**config.mk**
```make
export PLATFORM = sky130hd
export DESIGN_NAME = memout_page_buffer_flat
export DESIGN_NICKNAME = d
export VERILOG_FILES = /design/src/rtl/memout_page_buffer_if.sv /design/src/rtl/memout_page_buffer.sv /design/src/flat_wrapper.sv
export SDC_FILE = /design/constraint.sdc
export NUM_CORES = 2
export LEC_CHECK = 0
export ABC_CLOCK_PERIOD_IN_PS = 4300
export BUFFER_PORTS_ARGS = -buffer_cell sky130_fd_sc_hd__buf_2
export CORE_AREA = 2 2 394 396
export CTS_CLUSTER_DIAMETER = 150
export DETAILED_ROUTE_END_ITERATION = 8
export DIE_AREA = 0 0 396 398
export GPL_ROUTABILITY_DRIVEN = 0
export PLACE_DENSITY = 0.69
export SETUP_SLACK_MARGIN = 0.4
export SLEW_MARGIN = 40
export SYNTH_ARGS = -nofsm -noshare
export SYNTH_HDL_FRONTEND = slang
export SYNTH_SLANG_ARGS = --single-unit
```
**constraint.sdc**
```tcl
create_clock -name clk -period 4.3 [get_ports clk]
set_input_delay 0.86 -clock clk [delete_from_list [all_inputs] [get_ports clk]]
set_output_delay 0.86 -clock clk [all_outputs]
set_load 0.01 [all_outputs]
```
**src/rtl/memout_page_buffer_if.sv**
```systemverilog
// rtl/memout_page_buffer_if.sv - processC write port and readout stream bundle for memout_page_buffer
//
// Purpose: groups the processC output-memory write port, the current BX and
// the valid/ready readout stream with its status flags.
// Signals:
//   wr_ena, wr_wea, wr_addr, wr_data : processC outmem_ce0/we0/address0/d0
//   bx_in                            : BX currently being written
//   out_valid, out_ready             : readout handshake
//   out_data, out_addr, out_bx, out_last : readout word, its address, page BX, end of page
//   busy, overflow                   : reader active, sticky lost-page flag
// Modports: master = producer/consumer side, slave = page buffer.

interface memout_page_buffer_if #(
    parameter int DATA_WIDTH = 32,
    parameter int ADDR_WIDTH = 5
);
    logic                  wr_ena;
    logic                  wr_wea;
    logic [ADDR_WIDTH-1:0] wr_addr;
    logic [DATA_WIDTH-1:0] wr_data;
    logic [1:0]            bx_in;
    logic                  out_valid;
    logic                  out_ready;
    logic [DATA_WIDTH-1:0] out_data;
    logic [ADDR_WIDTH-1:0] out_addr;
    logic [1:0]            out_bx;
    logic                  out_last;
    logic                  busy;
    logic                  overflow;

    modport master (
        output wr_ena, wr_wea, wr_addr, wr_data, bx_in, out_ready,
        input  out_valid, out_data, out_addr, out_bx, out_last, busy, overflow
    );

    modport slave (
        input  wr_ena, wr_wea, wr_addr, wr_data, bx_in, out_ready,
        output out_valid, out_data, out_addr, out_bx, out_last, busy, overflow
    );
endinterface

```
**src/rtl/memout_page_buffer.sv**
```systemverilog
// rtl/memout_page_buffer.sv - two-page capture of processC output memory with per-BX readout stream
//
// Purpose: captures processC writes into a ping-pong page store, switches
// pages on every BX change and streams the closed page's written entries in
// ascending address order.
// Ports:
//   clk   : rising-edge clock
//   reset : asynchronous, active-low; clears all state
//   bus   : memout_page_buffer_if.slave (write port, bx_in, readout stream, busy, overflow)

module memout_page_buffer #(
    parameter int DATA_WIDTH = 32,
    parameter int ADDR_WIDTH = 5
) (
    input  logic                   clk,
    input  logic                   reset,
    memout_page_buffer_if.slave    bus
);
    localparam int DEPTH = 2 ** ADDR_WIDTH;

    typedef enum logic [1:0] {
        ST_IDLE = 2'd0,
        ST_LOAD = 2'd1,
        ST_SHOW = 2'd2
    } state_t;

    // Page store and per-page written-entry bitmaps
    logic [DATA_WIDTH-1:0] mem_q    [2][DEPTH];
    logic [DEPTH-1:0]      bitmap_q [2];
    logic [DEPTH-1:0]      bitmap_d [2];
    logic                  wpage_q;
    logic [1:0]            bx_prev_q;

    // Reader state and registered outputs
    state_t                state_q;
    logic                  rpage_q;
    logic                  out_valid_q;
    logic [DATA_WIDTH-1:0] out_data_q;
    logic [ADDR_WIDTH-1:0] out_addr_q;
    logic [1:0]            out_bx_q;
    logic                  out_last_q;
    logic                  busy_q;
    logic                  overflow_q;

    logic                  close;
    logic                  wpage_eff;
    logic                  wr_fire;
    logic [DEPTH-1:0]      rd_bits;
    logic                  rd_found;
    logic [ADDR_WIDTH-1:0] rd_idx;
    logic [DEPTH-1:0]      rd_rest;
    logic                  rd_take;

    assign close     = (bus.bx_in != bx_prev_q);
    // A write in the close cycle already belongs to the new page
    assign wpage_eff = close ? ~wpage_q : wpage_q;
    assign wr_fire   = bus.wr_ena && bus.wr_wea;

    // Lowest set bit of the page under readout, plus what remains after it
    always_comb begin
        rd_bits  = bitmap_q[rpage_q];
        rd_found = 1'b0;
        rd_idx   = '0;
        for (int i = DEPTH - 1; i >= 0; i--) begin
            if (rd_bits[i]) begin
                rd_found = 1'b1;
                rd_idx   = ADDR_WIDTH'(i);
            end
        end
        rd_rest = rd_bits & ~(DEPTH'(1) << rd_idx);
    end

    assign rd_take = (state_q == ST_LOAD) && rd_found;

    // Ordering matters: reader clear, then page clear on close, then the
    // write sets its bit so a close-cycle write survives the clear.
    always_comb begin
        bitmap_d[0] = bitmap_q[0];
        bitmap_d[1] = bitmap_q[1];
        if (rd_take) begin
            bitmap_d[rpage_q][rd_idx] = 1'b0;
        end
        if (close) begin
            bitmap_d[~wpage_q] = '0;
        end
        if (wr_fire) begin
            bitmap_d[wpage_eff][bus.wr_addr] = 1'b1;
        end
    end

    // Word storage needs no reset; the bitmaps define what is valid
    always_ff @(posedge clk) begin
        if (reset && wr_fire) begin
            mem_q[wpage_eff][bus.wr_addr] <= bus.wr_data;
        end
    end

    always_ff @(posedge clk or negedge reset) begin
        if (!reset) begin
            wpage_q     <= 1'b0;
            bx_prev_q   <= 2'd0;
            bitmap_q[0] <= '0;
            bitmap_q[1] <= '0;
        end else begin
            bitmap_q[0] <= bitmap_d[0];
            bitmap_q[1] <= bitmap_d[1];
            if (close) begin
                wpage_q   <= ~wpage_q;
                bx_prev_q <= bus.bx_in;
            end
        end
    end

    always_ff @(posedge clk or negedge reset) begin
        if (!reset) begin
            state_q     <= ST_IDLE;
            rpage_q     <= 1'b0;
            out_valid_q <= 1'b0;
            out_data_q  <= '0;
            out_addr_q  <= '0;
            out_bx_q    <= 2'd0;
            out_last_q  <= 1'b0;
            busy_q      <= 1'b0;
            overflow_q  <= 1'b0;
        end else begin
            case (state_q)
                ST_IDLE: begin
                    if (close) begin
                        rpage_q  <= wpage_q;
                        out_bx_q <= bx_prev_q;
                        state_q  <= ST_LOAD;
                        busy_q   <= 1'b1;
                    end
                end
                ST_LOAD: begin
                    if (close) begin
                        // Page being read is about to become the write page
                        overflow_q <= 1'b1;
                        rpage_q    <= wpage_q;
                        out_bx_q   <= bx_prev_q;
                    end else if (!rd_found) begin
                        state_q <= ST_IDLE;
                        busy_q  <= 1'b0;
                    end else begin
                        out_data_q  <= mem_q[rpage_q][rd_idx];
                        out_addr_q  <= rd_idx;
                        out_last_q  <= (rd_rest == '0);
                        out_valid_q <= 1'b1;
                        state_q     <= ST_SHOW;
                    end
                end
                ST_SHOW: begin
                    if (close) begin
                        // A simultaneous handshake still delivers the word;
                        // only undelivered entries count as lost.
                        if (!bus.out_ready || (rd_bits != '0)) begin
                            overflow_q <= 1'b1;
                        end
                        out_valid_q <= 1'b0;
                        rpage_q     <= wpage_q;
                        out_bx_q    <= bx_prev_q;
                        state_q     <= ST_LOAD;
                    end else if (bus.out_ready) begin
                        out_valid_q <= 1'b0;
                        state_q     <= ST_LOAD;
                    end
                end
                default: begin
                    state_q     <= ST_IDLE;
                    out_valid_q <= 1'b0;
                    busy_q      <= 1'b0;
                end
            endcase
        end
    end

    assign bus.out_valid = out_valid_q;
    assign bus.out_data  = out_data_q;
    assign bus.out_addr  = out_addr_q;
    assign bus.out_bx    = out_bx_q;
    assign bus.out_last  = out_last_q;
    assign bus.busy      = busy_q;
    assign bus.overflow  = overflow_q;

endmodule

```
**src/flat_wrapper.sv**
```systemverilog
// flat-port wrapper written by rule: the top's interface ports become plain ports
module memout_page_buffer_flat 
#(
    parameter int DATA_WIDTH = 32,
    parameter int ADDR_WIDTH = 5
)
  (clk, reset, bus_wr_ena, bus_wr_wea, bus_wr_addr, bus_wr_data, bus_bx_in, bus_out_ready, bus_out_valid, bus_out_data, bus_out_addr, bus_out_bx, bus_out_last, bus_busy, bus_overflow);
  memout_page_buffer_if #(.DATA_WIDTH(DATA_WIDTH), .ADDR_WIDTH(ADDR_WIDTH)) bus_i ();
  input  logic clk;
  input  logic reset;
  input wire logic [$bits(bus_i.wr_ena)-1:0] bus_wr_ena;
  input wire logic [$bits(bus_i.wr_wea)-1:0] bus_wr_wea;
  input wire logic [$bits(bus_i.wr_addr)-1:0] bus_wr_addr;
  input wire logic [$bits(bus_i.wr_data)-1:0] bus_wr_data;
  input wire logic [$bits(bus_i.bx_in)-1:0] bus_bx_in;
  input wire logic [$bits(bus_i.out_ready)-1:0] bus_out_ready;
  output wire logic [$bits(bus_i.out_valid)-1:0] bus_out_valid;
  output wire logic [$bits(bus_i.out_data)-1:0] bus_out_data;
  output wire logic [$bits(bus_i.out_addr)-1:0] bus_out_addr;
  output wire logic [$bits(bus_i.out_bx)-1:0] bus_out_bx;
  output wire logic [$bits(bus_i.out_last)-1:0] bus_out_last;
  output wire logic [$bits(bus_i.busy)-1:0] bus_busy;
  output wire logic [$bits(bus_i.overflow)-1:0] bus_overflow;
  assign bus_i.wr_ena = bus_wr_ena;
  assign bus_i.wr_wea = bus_wr_wea;
  assign bus_i.wr_addr = bus_wr_addr;
  assign bus_i.wr_data = bus_wr_data;
  assign bus_i.bx_in = bus_bx_in;
  assign bus_i.out_ready = bus_out_ready;
  assign bus_out_valid = bus_i.out_valid;
  assign bus_out_data = bus_i.out_data;
  assign bus_out_addr = bus_i.out_addr;
  assign bus_out_bx = bus_i.out_bx;
  assign bus_out_last = bus_i.out_last;
  assign bus_busy = bus_i.busy;
  assign bus_overflow = bus_i.overflow;
  memout_page_buffer #(.DATA_WIDTH(DATA_WIDTH), .ADDR_WIDTH(ADDR_WIDTH)) u_core (.clk(clk), .reset(reset), .bus(bus_i));
endmodule
```
# Yosys cells after proc, flatten, opt, wreduce, memory -nomap -nowiden
# Memories as Yosys holds them, arrays and structs flattened.
# Index checks and enable logic that the tools add are counted.
# word_totals
inputBits,44
mem_bits_ro,0
latchBits,0
out_inout_bits,43
word_cells,183
ramBits,2048
regBits,113
n_memories,1
# op_classes
order_cmp,13
eq_ne,11
div,0
shifts,1
muxes,106
addsub,0
n_reduce_logical,22
n_mul,0
n_bitwise,16
# memory_table
memory,depth,word_bits,read_ports,rd_clocked_by_memory_dff,write_ports,line_no,text
u_core.mem_q,2,1024,1,0,1,memout_page_buffer.sv:28,logic [DATA_WIDTH-1:0] mem_q [2][DEPTH];
# ops
operator,n
2-to-1 mux 1024 bit,1
2-to-1 mux 32 bit,9
2-to-1 mux 64 bit,3
binary-select mux 32 bit (select 5 bit),1
demux 32 bit (select 5 bit),1
2-to-1 mux 5 bit,32
AND 64 bit,2
inverter 64 bit,2
demux 32 bit (select 1 bit),3
bitwise OR 64 bit,1
2-to-1 mux 1 bit,45
AND 32 bit,1
zero test 32 bit,1
inverter 32 bit,1
nonzero test 32 bit,1
left shift 1 x 5 -> 32 bit (first input constant),1
greater-or-equal comparator 6 bit (second input constant),2
< comparator 5 x 6 -> 1 bit (second input constant),2
inverter 5 -> 6 bit,2
AND reduction 4 bit,3
demux 1 bit (select 5 bit),2
greater-or-equal comparator 5 x 1 -> 1 bit (second input constant),2
2-to-1 mux 2 bit,5
inequality test 2 x 1 -> 1 bit (second input constant),5
other kinds (21),41

# Longest topological paths before layout
# depth
word_depth,49
mapped_depth,18
mapped_depth_nobuf,10

# Least setup slack after synthesis
# Ideal clock, no wire load.
# synth_timing
path_kind,input -> register
startpoint,input port bus_bx_in[0]
endpoint,memory u_core.mem_q[0][0] (netlist name) (enable)
cell_stages,5
t_required_ps,3879
setup_time_ps,421
path_slack_ps,427
arrival_ps,3452
path_buffers,0
path_cell_list,xnor2_1 > nand2_1 > xnor2_1 > nand3_1 > nor2_1
# synth_between
elab_chain_cells,2
# synth_rtl
element,line_no,text
start: declaration,flat_wrapper.sv:15,input wire logic [$bits(bus_i.bx_in)-1:0] bus_bx_in;
inequality test 2 bit,memout_page_buffer.sv:54,assign close = (bus.bx_in != bx_prev_q);
2-to-1 mux 1 bit,memout_page_buffer.sv:56,assign wpage_eff = close ? ~wpage_q : wpage_q;
end: declaration,memout_page_buffer.sv:28,
# Every way passes these cells.

# Worst setup path in the final report
# layout_timing
startpoint,register u_core.rpage_q
endpoint,"register u_core.out_data_q[11], in the netlist u_core.bus.out_data[11]"
# layout_between
elab_chain_cells,40
elab_cells_between_ends,74
cone_classes,mux (70); bitwise (2); reduce/logical (1); memory (1)
# layout_rtl
element,line_no,text
start: declaration,memout_page_buffer.sv:36,logic rpage_q;
start signal: assignment,memout_page_buffer.sv:129,rpage_q <= wpage_q;
start signal: assignment,memout_page_buffer.sv:139,rpage_q <= wpage_q;
start signal: assignment,memout_page_buffer.sv:160,rpage_q <= wpage_q;
inverter 1 -> 2 bit (implied by the code),memout_page_buffer.sv:61,rd_bits = bitmap_q[rpage_q];
2-to-1 mux 32 bit (implied by the code) (3 in a row),memout_page_buffer.sv:61,
2-to-1 mux 5 bit (32 in a row),memout_page_buffer.sv:65,if (rd_bits[i]) begin
inverter 5 -> 6 bit (implied by the code),memout_page_buffer.sv:145,out_data_q <= mem_q[rpage_q][rd_idx];
binary-select mux 32 bit (select 5 bit),memout_page_buffer.sv:145,
2-to-1 mux 32 bit (implied by the code) (2 in a row),memout_page_buffer.sv:145,
end signal: assignment,memout_page_buffer.sv:145,
end: declaration,memout_page_buffer.sv:38,logic [DATA_WIDTH-1:0] out_data_q;
# Parallel ways exist; a longest one is shown, timed or not. The select of a mux whose other input is x is not followed.
# A chain may end at the register's enable or synchronous reset.

==> metrics.yaml <==
global_route:
  grt_pass1_vias: 49500
  grt_overflow: 0
  grt_usage_pct: 35.4
  grt_max_degree: 95
  antenna_found_initial: 14
  grt_pass1_wl_um: 385000
clock_tree:
  cts_made_buffers: 206
  clock_path_buffers: 3
  path_clk_slew_ps: 60
  cts_hold_buffers: 0
  clk_latency_ps: 840
  htreeDepth: 4
  cts_tree: "built"
  clock_sinks: 2161
  clockRootBuffer: "clkbuf_16"
route:
  via_count: 52300
  wl_met2_um: 124000
  top_layer_used: "met5"
  drc: 0
  wl_um: 283000
  detail_route.first_pass.iterations: 8
  drt_iter0_drc: 9514
  wire_per_inst_um: 37.7
  route.met3.wl_um: 41700
  wl_met1_um: 97100
  antenna_left: 0
  routed_via_density: 6.95
critical_path:
  critPathMostFrequentCell: "buf_4"
  cp_cell_sequence: "buf_6 > buf_4 > nor4_1 > a32o_2 > o21a_4 > and2_4 > buf_12 > buf_4 > mux2i_1 > o22ai_2 > nor4_4 > buf_4 > nand4_1 > o32a_1"
  critPathBufInv: 5
  worstSetupEndpointType: "flop"
  r2r_setup_slack_ps: -30
  r2r-end: "u_core.bus.out_data[11]"
  reg2reg_depth: 14
  cp_data_required_time_ps: 5000
  critPathTopFamily: "simple AND/OR/NAND/NOR gates"
  crit_path_top_delay_cell: "dfrtp_4"
  cp_max_fo: 15
  cp.arrival_ps: 5030
  critPathLaunchType: "flop"
  crit-reg2reg-launch: "u_core.rpage_q"
  path_class: "flop to flop"
  max_stage_delay_ps: 550
floorplanning:
  fp.dieH_um: 398
  core.rowCount: 144
  die_w_um: 396
  core_um2: 153000
  die-area_um2: 158000
  initial_utilization_pct: 54.7
  ios: 87
synthesis:
  synth_top_area_cell: "edfxtp_1"
  synthArstFlopShare_pct: 5.23
  ys_ff_latch: 2161
  ys_seq_area_share_pct: 76.7
  yosysTopAreaCellShare_pct: 73.3
  yosysUniqueCellTypes: 87
  synth_area_um2: 83900
  synth-warning-count: 0
  postSynthAreaPerCell_um2: 18.0
  synth_area_leaders: "edfxtp_1, mux4_2, mux2i_1, dfrtp_1, nand2_1"
  ys.flop_type: "edfxtp_1"
  syn_inst: 4656
  synth_edf_count: 2048
  syn_nets: 4700
place:
  dp_hpwl_um: 167000
  io_buffer_count: 86
  dpl_cell_area_um2: 90800
pwr:
  power_density_nw_per_um2: 737
  ir_drop_uv: 712
  p_leak_nw: 34.0
layout:
  final_cell_area_um2: 101000
  syn_to_final_growth_pct: 20.6
  layout_common_cells: "edfxtp_1, buf_4, mux2i_1, nand2_1, mux4_2"
  drive_gt1_share_pct: 27.9
  n_fill_cell: 9952
  layout_commonest_cell: "edfxtp_1"
  num-nets-final: 5340
sta:
  slew_headroom_pct: 37.7
  fin_ws_ps: -33.0
  max_freq_mhz: 231
  rsz0062_at_grt: "yes"
  clock_skew_ps: 26.5
  slew_viol_final: 0
  timing.setup.tns_ps: -33.0
  finalHoldViolCount: 0
  finalSetupViolations: 1
  period_minus_slack_ps: 4330
  worst_slew_pin_slew_ps: 934
  min_period_over_period_pct: 101
outcome:
  status: "finished, violations left"
  violations: "negative setup slack"
min_path:
  min_path_type: "primary input to asynchronous set/reset pin"
flow_run:
  drv_cap: 0
==> Yosys cell counts, drive strengths merged (4+ instances only) <==
cell type	n
or3b	7
a41oi	4
mux2	19
mux4	227
o22a	18
o311ai	10
buf	152
o22ai	202
inv	12
nand3b	4
and3	7
nand2b	16
o211ai	61
a22oi	76
mux2i	420
o32a	14
edfxtp	2048
a22o	21
dfrtp	113
nor2	113
a222oi	4
or3	12
nor3	25
o31ai	4
a21oi	165
a211oi	13
a221oi	20
clkbuf	97
o21ai	98
o32ai	9
nand4	29
a211o	4
nand3	61
a31oi	7
nor4	60
a21o	5
nand2	398
and2	11
nor3b	12
nor4b	4
a2111oi	17
nor2b	11
o2111ai	5
==> worst register-to-register path, stage by stage (launching register included) <==
cell	delay (ps)
dfrtp_4	550
buf_6	160
buf_4	130
nor4_1	490
a32o_2	290
o21a_4	160
and2_4	230
buf_12	200
buf_4	210
mux2i_1	260
o22ai_2	130
nor4_4	260
buf_4	180
nand4_1	410
o32a_1	510
==> how the worst max path moves through the flow <==
| stage | start | to | depth (start not counted) |
|---|---|---|---|
| floorplan | bus_bx_in[0] | u_core.mem_q[0][0] | 5 |
| global placement | u_core.rpage_q | u_core.bus.out_data[1] | 13 |
| detailed placement | u_core.rpage_q | u_core.bus.out_data[23] | 13 |
| CTS | u_core.rpage_q | u_core.bus.out_data[11] | 16 |
| global route | u_core.rpage_q | u_core.bus.out_data[11] | 14 |
| finish | u_core.rpage_q | u_core.bus.out_data[11] | 14 |
==> timing repair <==
action,in CTS,in global routing
resized for setup,186,167
pin swaps,50,80
cloned,10,9
hold endpoints to repair,0,0
endpoints found under the setup margin,33,33
setup buffers,69,54
==> power by group <==
group	leakage [nW]	switching, W	internal [W]
Combinational	10.8	0.0185	0.0140
Clock	3.35	0.00789	0.0105
Sequential	19.9	0.000415	0.0233
==> metal layers <==
| layer | vias to the layer above | global-route usage (%) |
|---|---|---|
| li1 | 20300 | - |
| met1 | 26500 | 47.4 |
| met2 | 4475 | 52.4 |
| met3 | 1015 | 10.5 |
| met4 | 10 | 19.5 |
| met5 | - | 0 |
==> flip-flops by register name, summed over array words and instances, names as in the netlist, 2 cells and up <==
register,flops
u_core.bus.out_addr,5
u_core.bus.out_data,32
u_core.bus.out_bx,2
u_core.state_q,2
u_core.bitmap_q,64
u_core.bx_prev_q,2
u_core.mem_q,2048
==> metrics by stage <==
| stage | utilization (%) | power, W | hold slack [ps] | setup slack [ps] | cells |
|---|---|---|---|---|---|
| floorplan | - | 0.0390 | 500 | 427 | 4656 |
| global placement | 59.1 | 0.0501 | 447 | -405 | 6979 |
| detailed placement | 59.2 | 0.0505 | 447 | -305 | 6985 |
| CTS | 64.9 | 0.0714 | 115 | 223 | 7453 |
| global route | 66.0 | 0.0760 | 141 | 1.58 | 7521 |
| finish | 66.0 | 0.0746 | 146 | -33.0 | 7524 |
==> cell families (layout without fill, tap and decap cells) <==
group	count (synthesis)	after routing	synth area share, %
multiplexers	666	666	11.4
AO/OA/AOI/OAI	788	788	6.30
buffers and inverters	262	1083	1.38
other	0	3	0
flip-flops	2161	2161	76.7
XOR/XNOR	3	3	0.0313
AND/OR/NAND/NOR	776	776	4.29
==> area by class of cell <==
cell class | instances | area (um^2) | area share [%]
multi-input cells | 2233 | 20400 | 20.2
inverters | 13 | 48.8 | 0.0482
clock inverters | 115 | 1190 | 1.18
clock buffers | 274 | 5650 | 5.58
flip-flops and latches | 2161 | 64300 | 63.6
diodes | 3 | 7.51 | 0.00742
repair buffers | 681 | 6970 | 6.88
well taps | 2044 | 2560 | 2.53
(Power assumes the default switching activity.)
